==> src/rtl/issue_queue.sv <==
// Shared ALU/operand encodings plus the age-ordered issue queue with tag wakeup.
// Select picks the oldest entry whose operands are ready; ties go to the lowest index.
package common;
    typedef enum logic [3:0] {
        AluAdd, AluSub, AluAnd, AluOr, AluXor, AluSll, AluSrl, AluSra, AluSlt, AluSltu
    } alu_cmd_t;

    typedef enum logic {OpReg, OpImm} op_type_t;
endpackage

module issue_queue #(
    parameter int unsigned DISPATCH_WIDTH       = 2,
    parameter int unsigned ENTRIES              = 8,
    parameter int unsigned PHYS_REGS_ADDR_WIDTH = 6,
    parameter int unsigned WB_WIDTH             = 2
) (
    input  logic                                                   clk,
    input  logic                                                   rst,
    input  logic              [DISPATCH_WIDTH-1:0]                 dispatch_en,
    input  common::alu_cmd_t  [DISPATCH_WIDTH-1:0]                 dispatch_alu_cmd,
    input  logic              [DISPATCH_WIDTH-1:0]                 dispatch_op1_valid,
    input  logic              [DISPATCH_WIDTH-1:0]                 dispatch_op2_valid,
    input  logic [DISPATCH_WIDTH-1:0][PHYS_REGS_ADDR_WIDTH-1:0]    dispatch_op1,
    input  logic [DISPATCH_WIDTH-1:0][31:0]                        dispatch_op2,
    input  common::op_type_t  [DISPATCH_WIDTH-1:0]                 dispatch_op2_type,
    input  logic [DISPATCH_WIDTH-1:0][PHYS_REGS_ADDR_WIDTH-1:0]    dispatch_phys_rd,
    output logic                                                   full,
    input  logic              [WB_WIDTH-1:0]                       wb_en,
    input  logic [WB_WIDTH-1:0][PHYS_REGS_ADDR_WIDTH-1:0]          wb_tag,
    output logic                                                   issue_valid,
    input  logic                                                   issue_ready,
    output common::alu_cmd_t                                       issue_alu_cmd,
    output logic              [PHYS_REGS_ADDR_WIDTH-1:0]           issue_op1,
    output logic              [31:0]                               issue_op2,
    output common::op_type_t                                       issue_op2_type,
    output logic              [PHYS_REGS_ADDR_WIDTH-1:0]           issue_phys_rd
);

    localparam int unsigned IDX_W = (ENTRIES > 1) ? $clog2(ENTRIES) : 1;
    localparam int unsigned CNT_W = $clog2(ENTRIES + 1);
    localparam int unsigned AGE_W = IDX_W + 1;
    localparam logic [AGE_W-1:0] AGE_MAX = '1;

    typedef struct packed {
        logic                            valid;
        common::alu_cmd_t                alu_cmd;
        logic [PHYS_REGS_ADDR_WIDTH-1:0] op1;
        logic                            op1_rdy;
        logic [31:0]                     op2;
        logic                            op2_rdy;
        common::op_type_t                op2_type;
        logic [PHYS_REGS_ADDR_WIDTH-1:0] phys_rd;
        logic [AGE_W-1:0]                age;
    } entry_t;

    entry_t                                 ent_q [ENTRIES];
    entry_t                                 ent_d [ENTRIES];
    logic [CNT_W-1:0]                       free_q, free_d;
    logic [ENTRIES-1:0]                     taken;
    logic [DISPATCH_WIDTH-1:0]              alloc_ok;
    logic [DISPATCH_WIDTH-1:0][IDX_W-1:0]   alloc_idx;
    logic [CNT_W-1:0]                       n_disp;
    logic                                   sel_found;
    logic [IDX_W-1:0]                       sel_idx;
    logic [AGE_W-1:0]                       sel_age;
    logic                                   issue_fire;

    function automatic logic tag_hit(
        input logic [PHYS_REGS_ADDR_WIDTH-1:0]                tag,
        input logic [WB_WIDTH-1:0]                            en,
        input logic [WB_WIDTH-1:0][PHYS_REGS_ADDR_WIDTH-1:0] tags
    );
        logic hit;
        hit = 1'b0;
        for (int w = 0; w < WB_WIDTH; w++) begin
            if (en[w] && (tags[w] == tag)) hit = 1'b1;
        end
        return hit;
    endfunction

    assign full = (free_q < CNT_W'(DISPATCH_WIDTH));

    // Oldest-ready select; strict '>' keeps the lowest index on equal ages.
    always_comb begin
        sel_found = 1'b0;
        sel_idx   = '0;
        sel_age   = '0;
        for (int e = 0; e < ENTRIES; e++) begin
            if (ent_q[e].valid && ent_q[e].op1_rdy && ent_q[e].op2_rdy &&
                (!sel_found || (ent_q[e].age > sel_age))) begin
                sel_found = 1'b1;
                sel_idx   = IDX_W'(e);
                sel_age   = ent_q[e].age;
            end
        end
    end

    assign issue_valid    = sel_found;
    assign issue_fire     = issue_valid && issue_ready;
    assign issue_alu_cmd  = ent_q[sel_idx].alu_cmd;
    assign issue_op1      = ent_q[sel_idx].op1;
    assign issue_op2      = ent_q[sel_idx].op2;
    assign issue_op2_type = ent_q[sel_idx].op2_type;
    assign issue_phys_rd  = ent_q[sel_idx].phys_rd;

    // Slots claim free entries in slot order; an entry issued this cycle is not reusable yet.
    always_comb begin
        for (int e = 0; e < ENTRIES; e++) taken[e] = ent_q[e].valid;
        n_disp    = '0;
        alloc_ok  = '0;
        alloc_idx = '0;
        for (int s = 0; s < DISPATCH_WIDTH; s++) begin
            if (dispatch_en[s] && !full) begin
                for (int e = 0; e < ENTRIES; e++) begin
                    if (!alloc_ok[s] && !taken[e]) begin
                        alloc_ok[s]  = 1'b1;
                        alloc_idx[s] = IDX_W'(e);
                        taken[e]     = 1'b1;
                    end
                end
                if (alloc_ok[s]) n_disp = n_disp + 1'b1;
            end
        end
    end

    always_comb begin
        for (int e = 0; e < ENTRIES; e++) begin
            ent_d[e] = ent_q[e];
            if (ent_q[e].valid) begin
                if (ent_q[e].age != AGE_MAX) ent_d[e].age = ent_q[e].age + 1'b1;
                if (tag_hit(ent_q[e].op1, wb_en, wb_tag)) ent_d[e].op1_rdy = 1'b1;
                if ((ent_q[e].op2_type == common::OpReg) &&
                    tag_hit(ent_q[e].op2[PHYS_REGS_ADDR_WIDTH-1:0], wb_en, wb_tag)) begin
                    ent_d[e].op2_rdy = 1'b1;
                end
            end
        end
        if (issue_fire) ent_d[sel_idx].valid = 1'b0;
        for (int s = 0; s < DISPATCH_WIDTH; s++) begin
            if (alloc_ok[s]) begin
                ent_d[alloc_idx[s]].valid    = 1'b1;
                ent_d[alloc_idx[s]].alu_cmd  = dispatch_alu_cmd[s];
                ent_d[alloc_idx[s]].op1      = dispatch_op1[s];
                ent_d[alloc_idx[s]].op1_rdy  = dispatch_op1_valid[s] ||
                                               tag_hit(dispatch_op1[s], wb_en, wb_tag);
                ent_d[alloc_idx[s]].op2      = dispatch_op2[s];
                ent_d[alloc_idx[s]].op2_rdy  = (dispatch_op2_type[s] == common::OpImm) ||
                    dispatch_op2_valid[s] ||
                    tag_hit(dispatch_op2[s][PHYS_REGS_ADDR_WIDTH-1:0], wb_en, wb_tag);
                ent_d[alloc_idx[s]].op2_type = dispatch_op2_type[s];
                ent_d[alloc_idx[s]].phys_rd  = dispatch_phys_rd[s];
                ent_d[alloc_idx[s]].age      = '0;
            end
        end
        free_d = free_q - n_disp + CNT_W'(issue_fire);
    end

    always_ff @(posedge clk or posedge rst) begin
        if (rst) begin
            for (int e = 0; e < ENTRIES; e++) ent_q[e] <= '0;
            free_q <= CNT_W'(ENTRIES);
        end else begin
            for (int e = 0; e < ENTRIES; e++) ent_q[e] <= ent_d[e];
            free_q <= free_d;
        end
    end

endmodule

==> config.mk <==
export PLATFORM = sky130hd
export DESIGN_NAME = issue_queue
export DESIGN_NICKNAME = d
export VERILOG_FILES = /design/src/rtl/issue_queue.sv
export SDC_FILE = /design/constraint.sdc
export NUM_CORES = 2
export LEC_CHECK = 0
export CAP_MARGIN = 40
export CORE_ASPECT_RATIO = 1.2
export CORE_MARGIN = 2
export CORE_UTILIZATION = 55
export CTS_BUF_LIST = sky130_fd_sc_hd__clkbuf_4 sky130_fd_sc_hd__clkbuf_8 sky130_fd_sc_hd__clkbuf_16
export CTS_CLUSTER_SIZE = 24
export DETAILED_ROUTE_END_ITERATION = 8
export GPL_TIMING_DRIVEN = 1
export PLACE_DENSITY = 0.72
export SKIP_CTS_REPAIR_TIMING = 1
export SYNTH_ARGS = -nofsm -noshare
export SYNTH_HDL_FRONTEND = slang
export SYNTH_SLANG_ARGS = --single-unit
==> constraint.sdc <==
create_clock -name clk -period 29.8 [get_ports clk]
set_input_delay 2.98 -clock clk [delete_from_list [all_inputs] [get_ports clk]]
set_output_delay 2.98 -clock clk [all_outputs]
set_load 0.05 [all_outputs]
==> results.md <==
* Post-synthesis sequential area ratio at a little under two fifths
* Post-route minimum period at roughly 18000 ps
* GRT overflow at 0
* Top_reg_cell synth: dfrtp_1
* Synth-to-layout area growth at 12.8%
* Clk buf depth at 3
* Core area at about 55000 um^2
* Final nets at 3637
* Syn Area/Cell at 8.63 um^2
* Share of synthesized flip-flops with an asynchronous set or reset at 100%
* Total GRT Usage at 36.4%
* HP Class: flop to flop
* Clock slew at reported path FFs at 60 ps
* Outcome: finished clean
* Fraction of layout instances using a drive strength above 1 at 10.8%
* First-pass GRT wire length at 161 mm
* Post-synth EDFFs at 0
* Hold_sp: free_q[0]$_DFF_PP0_
* Most frequent cell after synthesis: dfrtp_1
* Iter 0 DRT Violations at roughly 2.8k
* Crit path required time at 26820 ps
* Final Util at 62.5%
* Pin count of the biggest net entering global routing at 128
* Total negative slack at 0 ps
* Final antenna-violating net count at 0
* Die height at between 200 and 300 um
* Tcrit/Tclk final at about 60%
* Fmax at 55.4 MHz
* Synth Register Bits at 452
* Area of the die at 57000 um^2
* Detailed Place HPWL at 63.7 mm
* Final Hold Fails at 0
* Critical path's most frequent cell: ha_1
* DR vias at 27.7k
* GPL Wtd Cong at 0.933
* CTS tree: yes
* Initial antenna violation count at 8
* Sink Count at 452
* Worst-skew pair later-pin latency at 620 ps
* Hold Path Depth at 1
* Tightest Pin Transition at 989 ps
* Final hold slack at about 490 ps
* DR vias/cell at 6.54
* Top Layer Used: met5
* Drt pass-1 iters at 6
* Synth warnings at 0
* Critical R2R Launch: ent_q[447]$_DFF_PP0_
* Max Transition Viols Final at 0
* FF-to-FF End: ent_q[223]$_DFF_PP0_
* WP data arrival at 15080 ps
* Max Cap Violations at 0
* RSZ-0062 raised after global routing: no
* Commonest cells post-synth: dfrtp_1, nand2_1, mux2i_1, a21oi_1, nor2_1
* Die width at 218 um
* Share of the synthesized area in the top cell type at 37.2%
* Metal-1 WL at 39.2 mm
* Synth cell types at 77
* Crit-path leading delay family: compound AO/OA/AOI/OAI gates
* Reg2reg path depth at 47
* Crit Path Max Fanout at 48
* Critical path's largest stage delay at around 800 ps
* WHS Endpoint: free_q[0]$_DFF_PP0_
* Flop2flop setup slack at around 17000 ps
* Row count at 94
* Drt total wl at between 100 and 150 mm
* Worst Clk Skew at ~18 ps
* # port buffers at 171
* Post-Syn Area at 30300 um^2
* Syn Nets at 3677
* DR WL met2 at 49.4 mm
* WL/cell at 24.7 um
* Initial Utilization at 55.4%
* Setup crit end kind: output port
* CTS root buf: clkbuf_16
* Inserted Clock Buffers at 50
* Crit Path Category: flop to output port
* Crit path buf inv count at 6
* Setup-failing EPs final at 0
* Vias in the first global route at 28.1k
* Rel. slew slack at 34.1%
* Main area contributors after synthesis: dfrtp_1, mux2i_1, mux2_2
* CTS HTree Levels at 2
* Post-Synthesis Cells at between 3k and 4k
* Slowest CP cell: buf_4
* Setup crit start kind: flop
* Cell accounting for the most synthesized area: dfrtp_1
* # DRC at 0
* Metal3 WL at a little over 10 mm
* IO Count at 172
[layer usage]
| metal | up-vias | track usage (%) |
|---|---|---|
| met5 | - | 0 |
| met4 | 10 | 19.8 |
| met3 | 372 | 7.91 |
| met2 | 1583 | 60.0 |
| met1 | 13600 | 44.5 |
| li1 | 12200 | - |
[metrics by stage]
stage	setup slack (ps)	cells	cell area (um^2)
final	11740	4234	34200
after global routing	10760	4232	34200
after CTS	11890	4229	34200
after detailed placement	12600	4138	32400
after global placement	12180	4119	32000
after floorplan	14220	3511	30300
[registers in the layout (all words and copies together) (netlist names)]
name    count
free_q      4
ent_q     448
[cell families (layout without fill, tap and decap cells)]
kind of cell | Yosys count | after routing | share of synthesized area (%)
buffers and inverters | 389 | 388 | 5.53
other | 0 | 4 | 0
multiplexers | 513 | 513 | 17.6
XOR/XNOR | 252 | 252 | 7.28
adder cells (fa/ha/maj) | 46 | 46 | 1.92
flip-flops | 452 | 452 | 37.3
AND/OR/NAND/NOR | 1184 | 1184 | 17.9
AO/OA/AOI/OAI | 675 | 675 | 12.4
[layout by cell type (no fill, tap or decap), drive strengths merged, types with 5 or more instances in the layout]
cell type      count
a211o              6
a211oi             9
a21boi             5
a21oi            346
a31oi             60
and2               6
and3              13
and4b              7
buf               78
clkbuf            69
clkdlybuf4s50    170
clkinv            15
dfrtp            451
ha                44
inv               50
mux2             158
mux2i            355
nand2            451
nand3            239
nand4             56
nor2             280
nor3              28
nor4              17
o211ai            12
o21a               6
o21ai            189
o221ai             5
o41ai              7
or4               68
xnor2            162
xor2              90
[worst reg2reg max path, delay by kind of cell, from the launching register on]
family          cells  cell delay (ps)
buf+inv             5             1740
flops               1              700
mux                 4             1420
simple gates       11             1520
compound gates     20             5230
fa+ha+maj           7             2120
[final cells by class]
class                      count  area, um^2
timing repair buffer         248        2560
fill                        4565       20500
sequential                   452       11300
antenna                        4        10.0
clock inverter                22         253
clock buffer                  69        1480
tap                          720         901
multi-input combinational   2670       17500
inverter                      49         191
[worst max-delay path by stage]
stage	start	to	slack (ps)	cells past startpoint
floorplan	rst	ent_q[0]$_DFF_PP0_	14220	1
global placement	ent_q[447]$_DFF_PP0_	issue_op2[11]	12180	48
detailed placement	ent_q[447]$_DFF_PP0_	issue_op2[11]	12600	49
CTS	ent_q[447]$_DFF_PP0_	issue_op2[11]	11890	49
global route	ent_q[447]$_DFF_PP0_	issue_op2[11]	10760	51
finish	ent_q[447]$_DFF_PP0_	issue_op2[11]	11740	49
Power is not shown: default switching activity piles up to over one toggle a cycle in this logic, so the estimate is an artifact.
